**config.mk**
```make
export PLATFORM = sky130hd
export DESIGN_NAME = orbit_period_detector_flat
export DESIGN_NICKNAME = d
export VERILOG_FILES = /design/src/rtl/orbit_pkg.sv /design/src/rtl/orbit_period_detector_if.sv /design/src/rtl/orbit_match_encoder.sv /design/src/rtl/orbit_period_detector.sv /design/src/flat_wrapper.sv
export SDC_FILE = /design/constraint.sdc
export NUM_CORES = 1
export LEC_CHECK = 0
export CAP_MARGIN = 20
export CORE_ASPECT_RATIO = 0.6
export CORE_MARGIN = 2
export CORE_UTILIZATION = 53
export CTS_CLUSTER_SIZE = 12
export DETAILED_ROUTE_END_ITERATION = 6
export DONT_BUFFER_PORTS = 1
export PLACE_DENSITY = 0.68
export SLEW_MARGIN = 30
export SYNTH_ARGS = -nofsm -noshare
export SYNTH_HDL_FRONTEND = slang
export SYNTH_SLANG_ARGS = --single-unit
```
**constraint.sdc**
```tcl
create_clock -name clk -period 7.86 [get_ports clk]
set_input_delay 1.572 -clock clk [delete_from_list [all_inputs] [get_ports clk]]
set_output_delay 1.572 -clock clk [all_outputs]
set_load 0.02 [all_outputs]
```
**src/rtl/orbit_pkg.sv**
```systemverilog
// Shared types and constants for the orbit period detector.
package orbit_pkg;

  typedef enum logic [1:0] {
    EMPTY,
    SEARCH,
    LOCKED
  } state_t;

  localparam int DEFAULT_DEPTH   = 16;
  localparam int DEFAULT_CONFIRM = 4;

  localparam logic [15:0] TCOUNT_MAX = 16'hFFFF;

endpackage

```
**src/rtl/orbit_period_detector_if.sv**
```systemverilog
// Sample input and status output bundle of the orbit period detector.
interface orbit_period_detector_if
  import orbit_pkg::*;
#(
  parameter int DEPTH = DEFAULT_DEPTH
) ();

  localparam int PW = $clog2(DEPTH + 1);

  logic          sample_valid;
  logic [7:0]    sample;
  logic          locked;
  logic [PW-1:0] period;
  logic          fixed_point;
  logic          lock_pulse;
  logic          lost_pulse;
  logic [15:0]   transient_count;

  modport master (
    output sample_valid, sample,
    input  locked, period, fixed_point, lock_pulse, lost_pulse, transient_count
  );

  modport slave (
    input  sample_valid, sample,
    output locked, period, fixed_point, lock_pulse, lost_pulse, transient_count
  );

endinterface

```
**src/rtl/orbit_match_encoder.sv**
```systemverilog
// Compares a new sample against the stored history and reports the
// shortest lag at which it repeats.
module orbit_match_encoder #(
  parameter int DEPTH = 16,
  parameter int PW    = $clog2(DEPTH + 1)
) (
  input  logic [DEPTH-1:0][7:0] hist,
  input  logic [PW-1:0]         fill,
  input  logic [7:0]            sample,
  output logic [DEPTH-1:0]      match,
  output logic [PW-1:0]         first
);

  // NOTE: every output gets a default before the loops so no latch is inferred.
  always_comb begin
    match = '0;
    first = '0;
    for (int i = 0; i < DEPTH; i++) begin
      match[i] = (hist[i] == sample) && (i < int'(fill));
    end
    // Scan from the oldest entry down so the lowest matching lag wins.
    for (int i = DEPTH - 1; i >= 0; i--) begin
      if (match[i]) first = PW'(i + 1);
    end
  end

endmodule

```
**src/rtl/orbit_period_detector.sv**
```systemverilog
// Classifies an 8-bit map orbit: finds the shortest repetition period,
// locks after CONFIRM full periods and flags departure from the cycle.
module orbit_period_detector
  import orbit_pkg::*;
#(
  parameter int DEPTH   = DEFAULT_DEPTH,
  parameter int CONFIRM = DEFAULT_CONFIRM
) (
  input  logic                    clk,
  input  logic                    reset,
  input  logic                    clear,
  orbit_period_detector_if.slave  bus
);

  localparam int PW = $clog2(DEPTH + 1);
  localparam int RW = $clog2(DEPTH * CONFIRM + 1);

  state_t                state, state_n;
  logic [DEPTH-1:0][7:0] hist;
  logic [PW-1:0]         fill, fill_n;
  logic [PW-1:0]         cand, cand_n;
  logic [RW-1:0]         run, run_n;
  logic [PW-1:0]         period, period_n;
  logic                  locked, locked_n;
  logic                  fixed_point, fixed_point_n;
  logic                  lock_pulse, lock_pulse_n;
  logic                  lost_pulse, lost_pulse_n;
  logic [15:0]           tcount, tcount_n;

  logic [DEPTH-1:0] match;
  logic [PW-1:0]    first;
  logic [7:0]       cand_word, period_word;
  logic             cand_hit;
  logic [PW-1:0]    sel_cand;
  logic [RW-1:0]    sel_run;
  logic             sel_lock;
  logic [15:0]      tcount_inc;

  orbit_match_encoder #(
    .DEPTH (DEPTH),
    .PW    (PW)
  ) u_match (
    .hist   (hist),
    .fill   (fill),
    .sample (bus.sample),
    .match  (match),
    .first  (first)
  );

  // History word at lag cand and at lag period; lag 0 selects nothing.
  always_comb begin
    cand_word   = '0;
    period_word = '0;
    for (int i = 0; i < DEPTH; i++) begin
      if (int'(cand) == i + 1)   cand_word   = hist[i];
      if (int'(period) == i + 1) period_word = hist[i];
    end
  end

  // Search rule: keep the current candidate while it matches, otherwise
  // reselect the shortest matching lag. Shared by SEARCH and loss of lock.
  always_comb begin
    cand_hit = (cand != '0) && (cand_word == bus.sample);
    if (cand_hit) begin
      sel_cand = cand;
      sel_run  = run + RW'(1);
    end else begin
      sel_cand = first;
      sel_run  = (match != '0) ? RW'(1) : '0;
    end
    sel_lock   = (sel_cand != '0) && (int'(sel_run) == int'(sel_cand) * CONFIRM);
    tcount_inc = (tcount == TCOUNT_MAX) ? tcount : tcount + 16'd1;
  end

  always_comb begin
    state_n       = state;
    fill_n        = fill;
    cand_n        = cand;
    run_n         = run;
    period_n      = period;
    locked_n      = locked;
    fixed_point_n = fixed_point;
    lock_pulse_n  = 1'b0;
    lost_pulse_n  = 1'b0;
    tcount_n      = tcount;

    if (bus.sample_valid) begin
      fill_n = (fill == PW'(DEPTH)) ? fill : fill + PW'(1);
      unique case (state)
        EMPTY: begin
          state_n  = SEARCH;
          cand_n   = '0;
          run_n    = '0;
          tcount_n = tcount_inc;
        end
        SEARCH: begin
          cand_n   = sel_cand;
          run_n    = sel_run;
          tcount_n = tcount_inc;
          if (sel_lock) begin
            state_n       = LOCKED;
            locked_n      = 1'b1;
            period_n      = sel_cand;
            fixed_point_n = (sel_cand == PW'(1));
            lock_pulse_n  = 1'b1;
          end
        end
        LOCKED: begin
          if (period_word != bus.sample) begin
            state_n       = SEARCH;
            locked_n      = 1'b0;
            period_n      = '0;
            fixed_point_n = 1'b0;
            lost_pulse_n  = 1'b1;
            cand_n        = sel_cand;
            run_n         = sel_run;
            tcount_n      = 16'd1;
            if (sel_lock) begin
              state_n       = LOCKED;
              locked_n      = 1'b1;
              period_n      = sel_cand;
              fixed_point_n = (sel_cand == PW'(1));
              lock_pulse_n  = 1'b1;
            end
          end
        end
        default: state_n = EMPTY;
      endcase
    end
  end

  // NOTE: sequential state uses non-blocking assignments only.
  always_ff @(posedge clk) begin
    if (reset || clear) begin
      state <= EMPTY;
    end else begin
      state <= state_n;
    end
  end

  always_ff @(posedge clk) begin
    if (reset || clear) begin
      fill        <= '0;
      cand        <= '0;
      run         <= '0;
      period      <= '0;
      locked      <= 1'b0;
      fixed_point <= 1'b0;
      lock_pulse  <= 1'b0;
      lost_pulse  <= 1'b0;
      tcount      <= '0;
    end else begin
      fill        <= fill_n;
      cand        <= cand_n;
      run         <= run_n;
      period      <= period_n;
      locked      <= locked_n;
      fixed_point <= fixed_point_n;
      lock_pulse  <= lock_pulse_n;
      lost_pulse  <= lost_pulse_n;
      tcount      <= tcount_n;
    end
  end

  // NOTE: the history is not reset; entries at or beyond fill are masked out.
  always_ff @(posedge clk) begin
    if (!reset && !clear && bus.sample_valid) begin
      hist <= {hist[DEPTH-2:0], bus.sample};
    end
  end

  assign bus.locked          = locked;
  assign bus.period          = period;
  assign bus.fixed_point     = fixed_point;
  assign bus.lock_pulse      = lock_pulse;
  assign bus.lost_pulse      = lost_pulse;
  assign bus.transient_count = tcount;

endmodule

```
**src/flat_wrapper.sv**
```systemverilog
// flat-port wrapper written by rule: the top's interface ports become plain ports
module orbit_period_detector_flat import orbit_pkg::*;
#(
  parameter int DEPTH   = DEFAULT_DEPTH,
  parameter int CONFIRM = DEFAULT_CONFIRM
)
  (clk, reset, clear, bus_sample_valid, bus_sample, bus_locked, bus_period, bus_fixed_point, bus_lock_pulse, bus_lost_pulse, bus_transient_count);
  orbit_period_detector_if #(.DEPTH(DEPTH)) bus_i ();
  input  logic clk;
  input  logic reset;
  input  logic clear;
  input wire logic [$bits(bus_i.sample_valid)-1:0] bus_sample_valid;
  input wire logic [$bits(bus_i.sample)-1:0] bus_sample;
  output wire logic [$bits(bus_i.locked)-1:0] bus_locked;
  output wire logic [$bits(bus_i.period)-1:0] bus_period;
  output wire logic [$bits(bus_i.fixed_point)-1:0] bus_fixed_point;
  output wire logic [$bits(bus_i.lock_pulse)-1:0] bus_lock_pulse;
  output wire logic [$bits(bus_i.lost_pulse)-1:0] bus_lost_pulse;
  output wire logic [$bits(bus_i.transient_count)-1:0] bus_transient_count;
  assign bus_i.sample_valid = bus_sample_valid;
  assign bus_i.sample = bus_sample;
  assign bus_locked = bus_i.locked;
  assign bus_period = bus_i.period;
  assign bus_fixed_point = bus_i.fixed_point;
  assign bus_lock_pulse = bus_i.lock_pulse;
  assign bus_lost_pulse = bus_i.lost_pulse;
  assign bus_transient_count = bus_i.transient_count;
  orbit_period_detector #(.DEPTH(DEPTH), .CONFIRM(CONFIRM)) u_core (.clk(clk), .reset(reset), .clear(clear), .bus(bus_i));
endmodule
```
### After elaboration in Yosys (flattened, before gate mapping)

Cells that the tools add are included.

* flip-flop bits (word level): 172
* output and inout bits: 25
* logic and storage cells: 222

* add/sub/neg operators: 3
* magnitude comparators: 16
* equality and inequality tests: 59
* multiplexer cells: 77
* bitwise logic cells: 3
* reductions and logical operators: 38

Operator list (number)
* 2-to-1 mux 8 bit: 32
* == test 8 bit: 17
* 2-to-1 mux 5 bit: 21
* == test 5 bit, second input constant: 19
* == test 5 x 4 -> 1 bit, second input constant: 8
* less-than comparator 4 x 5 -> 1 bit, first input constant: 8
* 2-to-1 mux 16 bit: 2
* case mux 16 bit (2 select lines): 1
* case mux 7 bit (3 select lines): 1
* == test 5 x 3 -> 1 bit, second input constant: 4
* logical AND 1 bit: 20
* less-than comparator 3 x 5 -> 1 bit, first input constant: 4
* adder 16 x 1 -> 16 bit, second input constant: 1
* == test 16 bit, second input constant: 1
* nonzero test 16 bit: 1
* case mux 5 bit (3 select lines): 1
* 2-to-1 mux 7 bit: 2
* == test 5 x 2 -> 1 bit, second input constant: 2
* less-than comparator 1 x 5 -> 1 bit, first input constant: 2
* less-than comparator 2 x 5 -> 1 bit, first input constant: 2
* case mux 5 bit (2 select lines): 1
* nonzero test 5 bit: 2
* 2-to-1 mux 1 bit: 9
* != test 8 bit: 1
* 22 further kinds: 34

### Depth between registers and ports, before layout

Gate-level depths: netlist of the first run.

* depth after elaboration: 25
* gate-level depth with buffers: 15
* depth with buffers taken out: 11

### By module

Synthesis of the first run repeated with hierarchy kept, for this count alone.

* cells, all modules: 1256
* area, all modules: 12026.5 µm²

By module, submodules not included
* orbit_period_detector: times used 1, cells an instance 1012, area an instance 10151.0 µm², seq. area each 4724.5 µm²
* orbit_match_encoder: times used 1, cells an instance 244, area an instance 1875.5 µm², seq. area each 0.0 µm²

### Worst setup path after synthesis of the first run

OpenSTA, ideal clock, no wires.

* path kind: in2reg
* start: input port clear
* end: register u_core.hist[0] in the netlist's numbering, enable pin
* arrival time: 4.505 ns
* required time: 7.379 ns
* setup slack: 2.874 ns
* cell stages on the path: 3
* path through: nor2_1 -> nand2_1 -> inv_1

* cells in the longest elaborated chain, start to end: 3

RTL lines
* start: declaration: line flat_wrapper.sv:11 `input logic clear;`
* zero test 1 bit: line orbit_period_detector.sv:167 `if (!reset && !clear && bus.sample_valid) begin`
* logical AND 1 bit (2 in series): line orbit_period_detector.sv:167
* end signal: assignment: line orbit_period_detector.sv:168 `hist <= {hist[DEPTH-2:0], bus.sample};`
* end: declaration: line orbit_period_detector.sv:19 `logic [DEPTH-1:0][7:0] hist;`

Every way passes these cells.
A chain may end at the register's enable or synchronous reset.

### Worst setup path in the final report of the first run

* start: register u_core.cand[0]
* end: register u_core.run[3]

* cells in the longest elaborated chain, start to end: 22
* elaborated cells on any way between the ends: 38
* classes of those cells: eq/ne (17); mux (19); reduce/logical (2)

RTL lines
* start: declaration: line orbit_period_detector.sv:21 `logic [PW-1:0] cand, cand_n;`
* start signal: assignment: line orbit_period_detector.sv:154 `cand <= cand_n;`
* == test 5 x 2 -> 1 bit: line orbit_period_detector.sv:55 `if (int'(cand) == i + 1) cand_word = hist[i];`
* 2-to-1 mux 8 bit (16 in series): line orbit_period_detector.sv:55
* == test 8 bit: line orbit_period_detector.sv:63 `cand_hit = (cand != '0) && (cand_word == bus.sample);`
* logical AND 1 bit (*): line orbit_period_detector.sv:63
* 2-to-1 mux 7 bit (*): line orbit_period_detector.sv:64 `if (cand_hit) begin`
* 2-to-1 mux 7 bit: line orbit_period_detector.sv:109 `if (period_word != bus.sample) begin`
* case mux 7 bit (3 select lines) (*): line orbit_period_detector.sv:89 `unique case (state)`
* end signal: assignment: line orbit_period_detector.sv:155 `run <= run_n;`
* end: declaration: line orbit_period_detector.sv:22 `logic [RW-1:0] run, run_n;`

Mark *: on every way between the ends. The rest lies on a longest branch, timed or not. The select of a mux whose other input is x is not followed.

==> results of run 1 <==
## cell type report
type	count	share of cell area, %
clock buffers	18	3.49
repair buffers	12	0.717
flip-flops and latches	172	37.6
clock inverters	14	1.15
well taps	286	2.85
multi-input cells	947	53.2
diodes	1	0.0199
inverters	29	0.906
## state kept, by name (all words and copies together), names as in the netlist
register / flops
u_core.bus.lock_pulse: 1
u_core.hist: 128
u_core.bus.transient_count: 16
u_core.bus.fixed_point: 1
u_core.state: 2
u_core.cand: 5
u_core.run: 7
u_core.fill: 5
u_core.bus.locked: 1
u_core.bus.lost_pulse: 1
u_core.bus.period: 5
## worst reg2reg max path, stage by stage (launching register included)
cell	delay (ps)
dfxtp_2	790
buf_4	550
nand2b_1	280
o22a_1	260
o221ai_1	420
nor2_1	100
a2111oi_0	380
and4_1	340
nand3_1	490
nor2_1	560
nand2_1	210
o41ai_1	280
## cell usage in the layout, fill, tap and decap left out, types with 22 or more instances in the layout
master / count
a21oi_1: 53
or3_1: 22
nand3b_1: 22
nand3_1: 52
dfxtp_1: 39
nor2_1: 88
xnor2_1: 95
o21ai_0: 35
mux2i_1: 35
nand2_1: 57
nand4_1: 29
nor3_1: 32
nor4_1: 24
xor2_1: 46
nand2b_1: 26
edfxtp_1: 128
inv_1: 27
## worst paths after layout
| path | end | slack (ps) | from | depth (start not counted) |
|---|---|---|---|---|
| setup / recovery | u_core.run[3] | 3080 | u_core.cand[0] | 11 |
| hold / removal | u_core.run[5] | 480 | u_core.run[5] | 2 |
| setup reg to reg | u_core.run[3] | 3080 | u_core.cand[0] | 11 |
| hold reg to reg | u_core.run[5] | 480 | u_core.run[5] | 2 |
## power groups by stage
stage,sequential [mW],combinational (mW),clock [mW]
6_report,1.03,0.101,0.872
5_1_grt,1.03,0.110,0.915
4_1_cts,1.03,0.0986,0.879
3_5_place_dp,1.05,0.0983,0
3_3_place_gp,1.05,0.0959,0
2_1_floorplan,1.03,0.0972,0
## per-stage QoR
step           total power, mW  area (um^2)  util, %
2_1_floorplan             1.12        11900        -
3_3_place_gp              1.14        12000     54.2
3_5_place_dp              1.15        12000     54.3
4_1_cts                   2.00        12600     56.9
5_1_grt                   2.05        12600     56.9
6_report                  2.01        12600     57.0
## logic make-up after synthesis
family / after synthesis / synth area share [%]
AO/OA/AOI/OAI: 297 / 19.3
XOR/XNOR: 141 / 10.4
adder cells (fa/ha/maj): 9 / 0.944
buffers and inverters: 123 / 4.39
flip-flops: 172 / 39.6
multiplexers: 48 / 4.26
AND/OR/NAND/NOR: 452 / 21.2
## metal layers
layer	vias to the layer above	track usage, %	routed length (um)
li1	4604	-	-
met1	5392	61.5	20400
met2	926	47.2	16700
met3	80	20.9	9200
met4	4	10.1	824
met5	-	5.23	157
## synthesized netlist by cell type, drive strengths merged (15+ instances only)
cell type / n
a211oi: 20
a21oi: 53
a31oi: 18
and3: 16
buf: 51
clkbuf: 43
dfxtp: 44
edfxtp: 128
inv: 28
mux2i: 35
nand2: 57
nand2b: 27
nand3: 52
nand3b: 22
nand4: 29
nor2: 88
nor2b: 15
nor3: 33
nor4: 26
o21ai: 37
or3: 22
xnor2: 95
xor2: 46
==> flow_summary.yaml, run 1 <==
status:
  status: "complete, no violations"
place:
  place_hpwl_um: 34600
  portBuffers: 0
  post-place-cells: 1446
  gp_congestion: 1.05
  pre_cts_ws_ps: 3260
floorplan:
  dieArea_um2: 23800
  dieWidth_um: 198
  die_y_um: 120
  num_rows: 42
  pin_count: 37
  initial_utilization_pct: 54.1
  core_area_um2: 22100
synth:
  async_flop_share_pct: 0
  syn_area_um2: 11900
  ys_seq_elements: 172
  synth_area_leaders: "edfxtp_1 (32%), dfxtp_1 (7.4%), xnor2_1 (7.0%), xor2_1 (3.4%), mux2i_1 (2.9%)"
  synth_cell_type_count: 93
  syn_inst: 1242
  synth_top_area_cell: "edfxtp_1"
  yosysWarnings: 0
  synth_flop_cell: "edfxtp_1"
  synth_edf_count: 128
  synth_top_area_share_pct: 32.2
  yosysSeqAreaShare_pct: 39.6
  syn_nets: 1263
  syn_area_per_cell_um2: 9.61
critical_path:
  crit_chain: "buf_4 > nand2b_1 > o22a_1 > o221ai_1 > nor2_1 > a2111oi_0 > and4_1 > nand3_1 > nor2_1 > nand2_1 > o41ai_1"
  cp_top_family: "simple AND/OR/NAND/NOR gates"
  worstSetupStartpointType: "flip-flop"
  slowest_delay_ps: 790
  worstPathMaxFanout: 46
  criticalPathCategory: "reg2reg"
  critPathSlowestCell: "dfxtp_2"
  crit_buf_inv: 1
  cp-end-kind: "flip-flop"
  crit_required_ps: 8220
  cpMostUsedCell: "nor2_1"
  crit_arrival_ps: 5140
timing:
  rsz0062_at_grt: "no"
  setup_viol: 0
  fin_crit_ps: 4780
  max_freq_mhz: 209
  hold_ws_ps: 481
  finalClockSkew_ps: 12.9
  slew_violations: 0
  relSlewSlack_pct: 35.2
  finalSetupTns_ps: 0
  setup_slack_ps: 3080
  hold_viol_final: 0
  tightestPinTransition_ps: 963
  finalCritPeriodShare_pct: 60.8
finish:
  syn_to_final_growth_pct: 5.36
  seqCellArea_um2: 4730
  num-fill-cells: 1961
  multi_input_area_um2: 6690
  drive_above_1_share_pct: 8.98
  nets: 1200
  layout.cells.non_filler: 1479
pwr:
  clockPowerShare_pct: 43.5
  pwr_density_cell_nw_per_um2: 160
  leakagePower_nw: 4.04
  switchingPower_mw: 0.514
  p_int_mw: 1.49
  pwr-share-seq_pct: 51.5
  ir_worst_vdd_mv: 0.180
  pwr-share-comb_pct: 5.0
  switching_share_pct: 25.6
clock_tree:
  cts_tree: "done"
  clk_path_buf_depth: 2
  ctsHtreeMaxLevel: 4
  clk_latency_ps: 470
  cts_sinks: 172
  cts_resized: 0
  cts.clk_slew.worst_paths_ps: 80
  cts_setup_buffers: 0
  cts_buffers: 17
  ctsHoldBuffers: 0
  cts-root-buf: "clkbuf_16"
global_routing:
  antenna_found_initial: 3
  grt_pass1_vias: 9777
  grt_pass1_wl_um: 67700
  track_usage_pct: 40.2
  grt_start_max_net_pins: 84
  grt_overflow: 0
drt:
  drtPass1Iterations: 7
  drtIter0Drc: 1697
  postRouteWirelength_um: 47300
  post-route-drc-count: 0
  vias: 11006
  wl_per_cell_um: 32.0
  vias_per_cell: 7.44
  antenna_left: 0
worst_hold_path:
  min_path_type: "reg2reg"
flow_run:
  drv_cap: 0
Note: power is estimated with default switching activity, not from simulation.
==> inputs of run 2 (changes only) <==
- clock period: 7.86 -> 4.85 ns (I/O delays scaled with it)
==> flow_summary.yaml, run 2 (same netlist as run 1, synthesis figures left out) <==
status:
  status: "complete, but fails checks"
  violations: "DRC"
critical_path:
  crit_arrival_ps: 5010
  cp-endpoint: "u_core.cand[3]"
  cp-startpoint: "u_core.cand[1]"
  reg2reg_slack_ps: 200
  cp-end-kind: "flip-flop"
  crit_required_ps: 5210
  worstSetupStartpointType: "flip-flop"
  criticalPathCategory: "reg2reg"
  reg2reg_depth: 12
  slowest_delay_ps: 690
  crit_chain: "buf_4 > mux2i_1 > nor2_1 > a221oi_1 > a21oi_1 > nor4_1 > and4_1 > nand3_1 > buf_4 > mux2i_1 > nor3_1 > a21o_1"
  reg2reg_to: "u_core.cand[3]"
  critPathSlowestCell: "dfxtp_2"
  worstPathMaxFanout: 27
  r2r-start: "u_core.cand[1]"
global_routing:
  grt_pass1_vias: 9644
  track_usage_pct: 40.6
  grt_overflow: 0
  grt_start_max_net_pins: 56
  grt_pass1_wl_um: 68000
  antenna_found_initial: 1
finish:
  final_common_cell: "edfxtp_1"
  nets: 1220
  n_antenna_cell: 0
  final_util_pct: 57.7
  regMostFlops: "u_core.hist"
  final_cell_mix: "edfxtp_1 (128), xnor2_1 (95), nor2_1 (88)"
  syn_to_final_growth_pct: 6.82
  num-fill-cells: 1915
  drive_above_1_share_pct: 10.3
  largest_reg_flops: 128
pwr:
  ir_worst_vdd_mv: 0.294
  pwr_density_cell_nw_per_um2: 257
  totalPowerFinal_mw: 3.28
  leakagePower_nw: 4.14
worst_hold_path:
  min_path_type: "reg2reg"
floorplan:
  num_rows: 42
  pin_count: 37
  initial_utilization_pct: 54.1
  dieArea_um2: 23800
  dieWidth_um: 198
  die_y_um: 120
  core_area_um2: 22100
timing:
  max_freq_mhz: 215
  fin_crit_ps: 4650
  slew_violations: 0
  finalSetupTns_ps: 0
  setup_viol: 0
  finalClockSkew_ps: 9.35
  relSlewSlack_pct: 22.8
  finalCritPeriodShare_pct: 95.9
  rsz0062_at_grt: "no"
  tightestPinTransition_ps: 1150
  hold_viol_final: 0
clock_tree:
  cts-root-buf: "clkbuf_16"
  cts.clk_slew.worst_paths_ps: 70
  cts_buffers: 17
  clk_latency_ps: 470
  ctsHoldBuffers: 0
  cts_tree: "done"
  cts_setup_buffers: 0
  ctsHtreeMaxLevel: 4
  cts_sinks: 172
  cts_resized: 0
  clk_path_buf_depth: 2
drt:
  postRouteWirelength_um: 47500
  wl_per_cell_um: 31.7
  vias_per_cell: 7.29
  drtPass1Iterations: 7
  post-route-drc-count: 2
  drtIter0Drc: 1845
  vias: 10914
  antenna_left: 0
flow_run:
  drv_cap: 0
place:
  gp_congestion: 1.06
  place_hpwl_um: 35100
  portBuffers: 0
-- run 2: area by class of cell --
cell class	instances	area, um^2	share of cell area, %
Clock buffer	17	425	3.34
Clock inverter	15	184	1.44
Inverter	29	111	0.874
Multi-Input combinational cell	947	6680	52.4
Sequential cell	172	4730	37.1
Tap cell	286	358	2.81
Timing Repair Buffer	32	253	1.98
-- run 2: per-stage QoR --
stage               worst slack, ps  std cells  instance area, um^2  hold slack [ps]
finish                          199       1498                12700              477
global route                    220       1498                12700              520
CTS                             569       1498                12700              481
detailed placement              599       1466                12100              470
global placement                405       1466                12100              466
floorplan                       466       1242                11900              449
-- run 2: worst min path at each step --
stage / depth (start not counted) / to / slack (ps) / startpoint
CTS: 2 / u_core.run[1] / 480 / u_core.run[1]
finish: 2 / u_core.run[1] / 480 / u_core.run[1]
floorplan: 2 / u_core.run[1] / 450 / u_core.run[1]
detailed placement: 2 / u_core.run[1] / 470 / u_core.run[1]
global placement: 2 / u_core.run[1] / 470 / u_core.run[1]
global route: 2 / u_core.run[1] / 520 / u_core.run[1]
-- run 2: report_power, final --
| group | internal (mW) | switching [mW] |
|---|---|---|
| Combinational | 0.0744 | 0.0903 |
| Sequential | 1.60 | 0.0681 |
| Clock | 0.777 | 0.666 |
-- run 2: routing by layer --
metal  global-route usage (%)  wire (um)  vias to the layer above
li1                         -          -                     4646
met1                     61.0      20600                     5307
met2                     47.2      16600                      856
met3                     24.0       9220                      103
met4                     9.77        971                        2
met5                     1.53         45                        -
-- run 2: critical path, delay by kind of cell (launching register included) --
family	cells	cell delay (ps)
compound gates	3	960
mux	2	1000
simple gates	5	1190
buf+inv	2	690
flops	1	690
==> inputs of run 3 (changes only) <==
- CORE_UTILIZATION: 53 -> 45
- PLACE_DENSITY: 0.68 -> not set
==> flow_summary.yaml, run 3 (same netlist as run 1, synthesis figures left out) <==
clock_tree:
  cts.clk_slew.worst_paths_ps: 80
  cts_sinks: 172
  clk_latency_ps: 470
  cts_setup_buffers: 0
  clk_path_buf_depth: 2
  cts_tree: "done"
  cts_resized: 0
  ctsHoldBuffers: 0
  ctsHtreeMaxLevel: 4
  cts-root-buf: "clkbuf_16"
  cts_buffers: 17
finish:
  nets: 1225
  drive_above_1_share_pct: 10.6
  layout.cells.non_filler: 1577
  largest_reg_flops: 128
  final_util_pct: 48.9
  multi_input_area_um2: 6680
  final_cell_mix: "edfxtp_1 (128), xnor2_1 (95), nor2_1 (88)"
  final_common_cell: "edfxtp_1"
  num-fill-cells: 2479
  seqCellArea_um2: 4730
  final_area_um2: 12800
  n_antenna_cell: 0
  regMostFlops: "u_core.hist"
  syn_to_final_growth_pct: 7.64
pwr:
  p_int_mw: 2.34
  ir_worst_vdd_mv: 0.198
  pwr-share-comb_pct: 5.4
  switching_share_pct: 25.8
  pwr_density_cell_nw_per_um2: 246
  switchingPower_mw: 0.814
  leakagePower_nw: 4.14
  totalPowerFinal_mw: 3.16
  pwr-share-seq_pct: 52.9
  clockPowerShare_pct: 41.7
critical_path:
  cp-end-kind: "flip-flop"
  slowest_delay_ps: 810
  crit_chain: "buf_4 > nor3b_2 > nand2_1 > o22ai_1 > o2111ai_1 > mux2_2 > nor4_2 > a41oi_4 > and2_1 > buf_12 > o211a_1 > nor3_2"
  r2r-start: "u_core.bus.period[0]"
  critPathSlowestCell: "dfxtp_2"
  reg2reg_slack_ps: 520
  criticalPathCategory: "reg2reg"
  crit_required_ps: 5250
  worstPathMaxFanout: 29
  crit_arrival_ps: 4730
  worstSetupStartpointType: "flip-flop"
  cp-startpoint: "u_core.bus.period[0]"
drt:
  vias: 10938
  postRouteWirelength_um: 49600
  post-route-drc-count: 0
  drtIter0Drc: 1982
  wl_per_cell_um: 31.4
  antenna_left: 0
  drtPass1Iterations: 6
  vias_per_cell: 6.94
floorplan:
  die_y_um: 130
  pin_count: 37
  core_area_um2: 26200
  dieWidth_um: 214
  dieArea_um2: 27900
  num_rows: 46
  initial_utilization_pct: 45.5
flow_run:
  drv_cap: 0
place:
  gp_congestion: 1.03
  portBuffers: 0
  pre_cts_ws_ps: 734
  place_area_um2: 12300
  place_hpwl_um: 36700
  post-place-cells: 1545
timing:
  rsz0062_at_grt: "no"
  setup_viol: 0
  slew_violations: 0
  setup_slack_ps: 521
  fin_crit_ps: 4330
  tightestPinTransition_ps: 1050
  hold_viol_final: 0
  finalCritPeriodShare_pct: 89.3
  finalSetupTns_ps: 0
  relSlewSlack_pct: 29.6
  hold_ws_ps: 484
  finalClockSkew_ps: 14.9
  max_freq_mhz: 231
global_routing:
  grt_overflow: 0
  grt_start_max_net_pins: 93
  grt_pass1_wl_um: 70800
  antenna_found_initial: 1
  track_usage_pct: 35.7
  grt_pass1_vias: 9600
worst_hold_path:
  min_path_type: "reg2reg"
  hp-start: "u_core.run[5]"
status:
  status: "complete, no violations"
[run 3: layout make-up]
class | instances | area share, %
multi-input cells | 947 | 52.0
flip-flops and latches | 172 | 36.9
well taps | 360 | 3.51
clock buffers | 19 | 3.37
repair buffers | 37 | 2.55
inverters | 29 | 0.867
clock inverters | 13 | 0.818
[run 3: critical path: cells and delay by family (launching register included)]
family,cells,cell delay (ps)
DFF,1,810
and+or+nand+nor,5,1630
AOI/OAI and AO/OA,4,950
buffers and inverters,2,500
muxes,1,330
[run 3: path summary, 6_finish.rpt]
check	cells after the start	to
worst min-delay path	2	u_core.run[5]
worst min register to register	2	u_core.run[5]
worst max-delay path	12	u_core.bus.transient_count[13]
worst max register to register	12	u_core.bus.transient_count[13]
[run 3: power by group through the flow]
stage	Combinational, mW	Sequential [mW]	Clock [mW]
floorplan	0.158	1.66	0
CTS	0.169	1.66	1.33
global placement	0.165	1.70	0
detailed placement	0.168	1.69	0
global route	0.187	1.67	1.38
finish	0.172	1.67	1.32
[run 3: routing by layer]
metal / up-vias / track usage [%] / part of all wire, %
li1: 4639 / - / -
met1: 5418 / 55.4 / 46
met2: 817 / 42.4 / 35
met3: 64 / 17.2 / 17
met4: 0 / 8.17 / 1.5
met5: - / 0 / 0
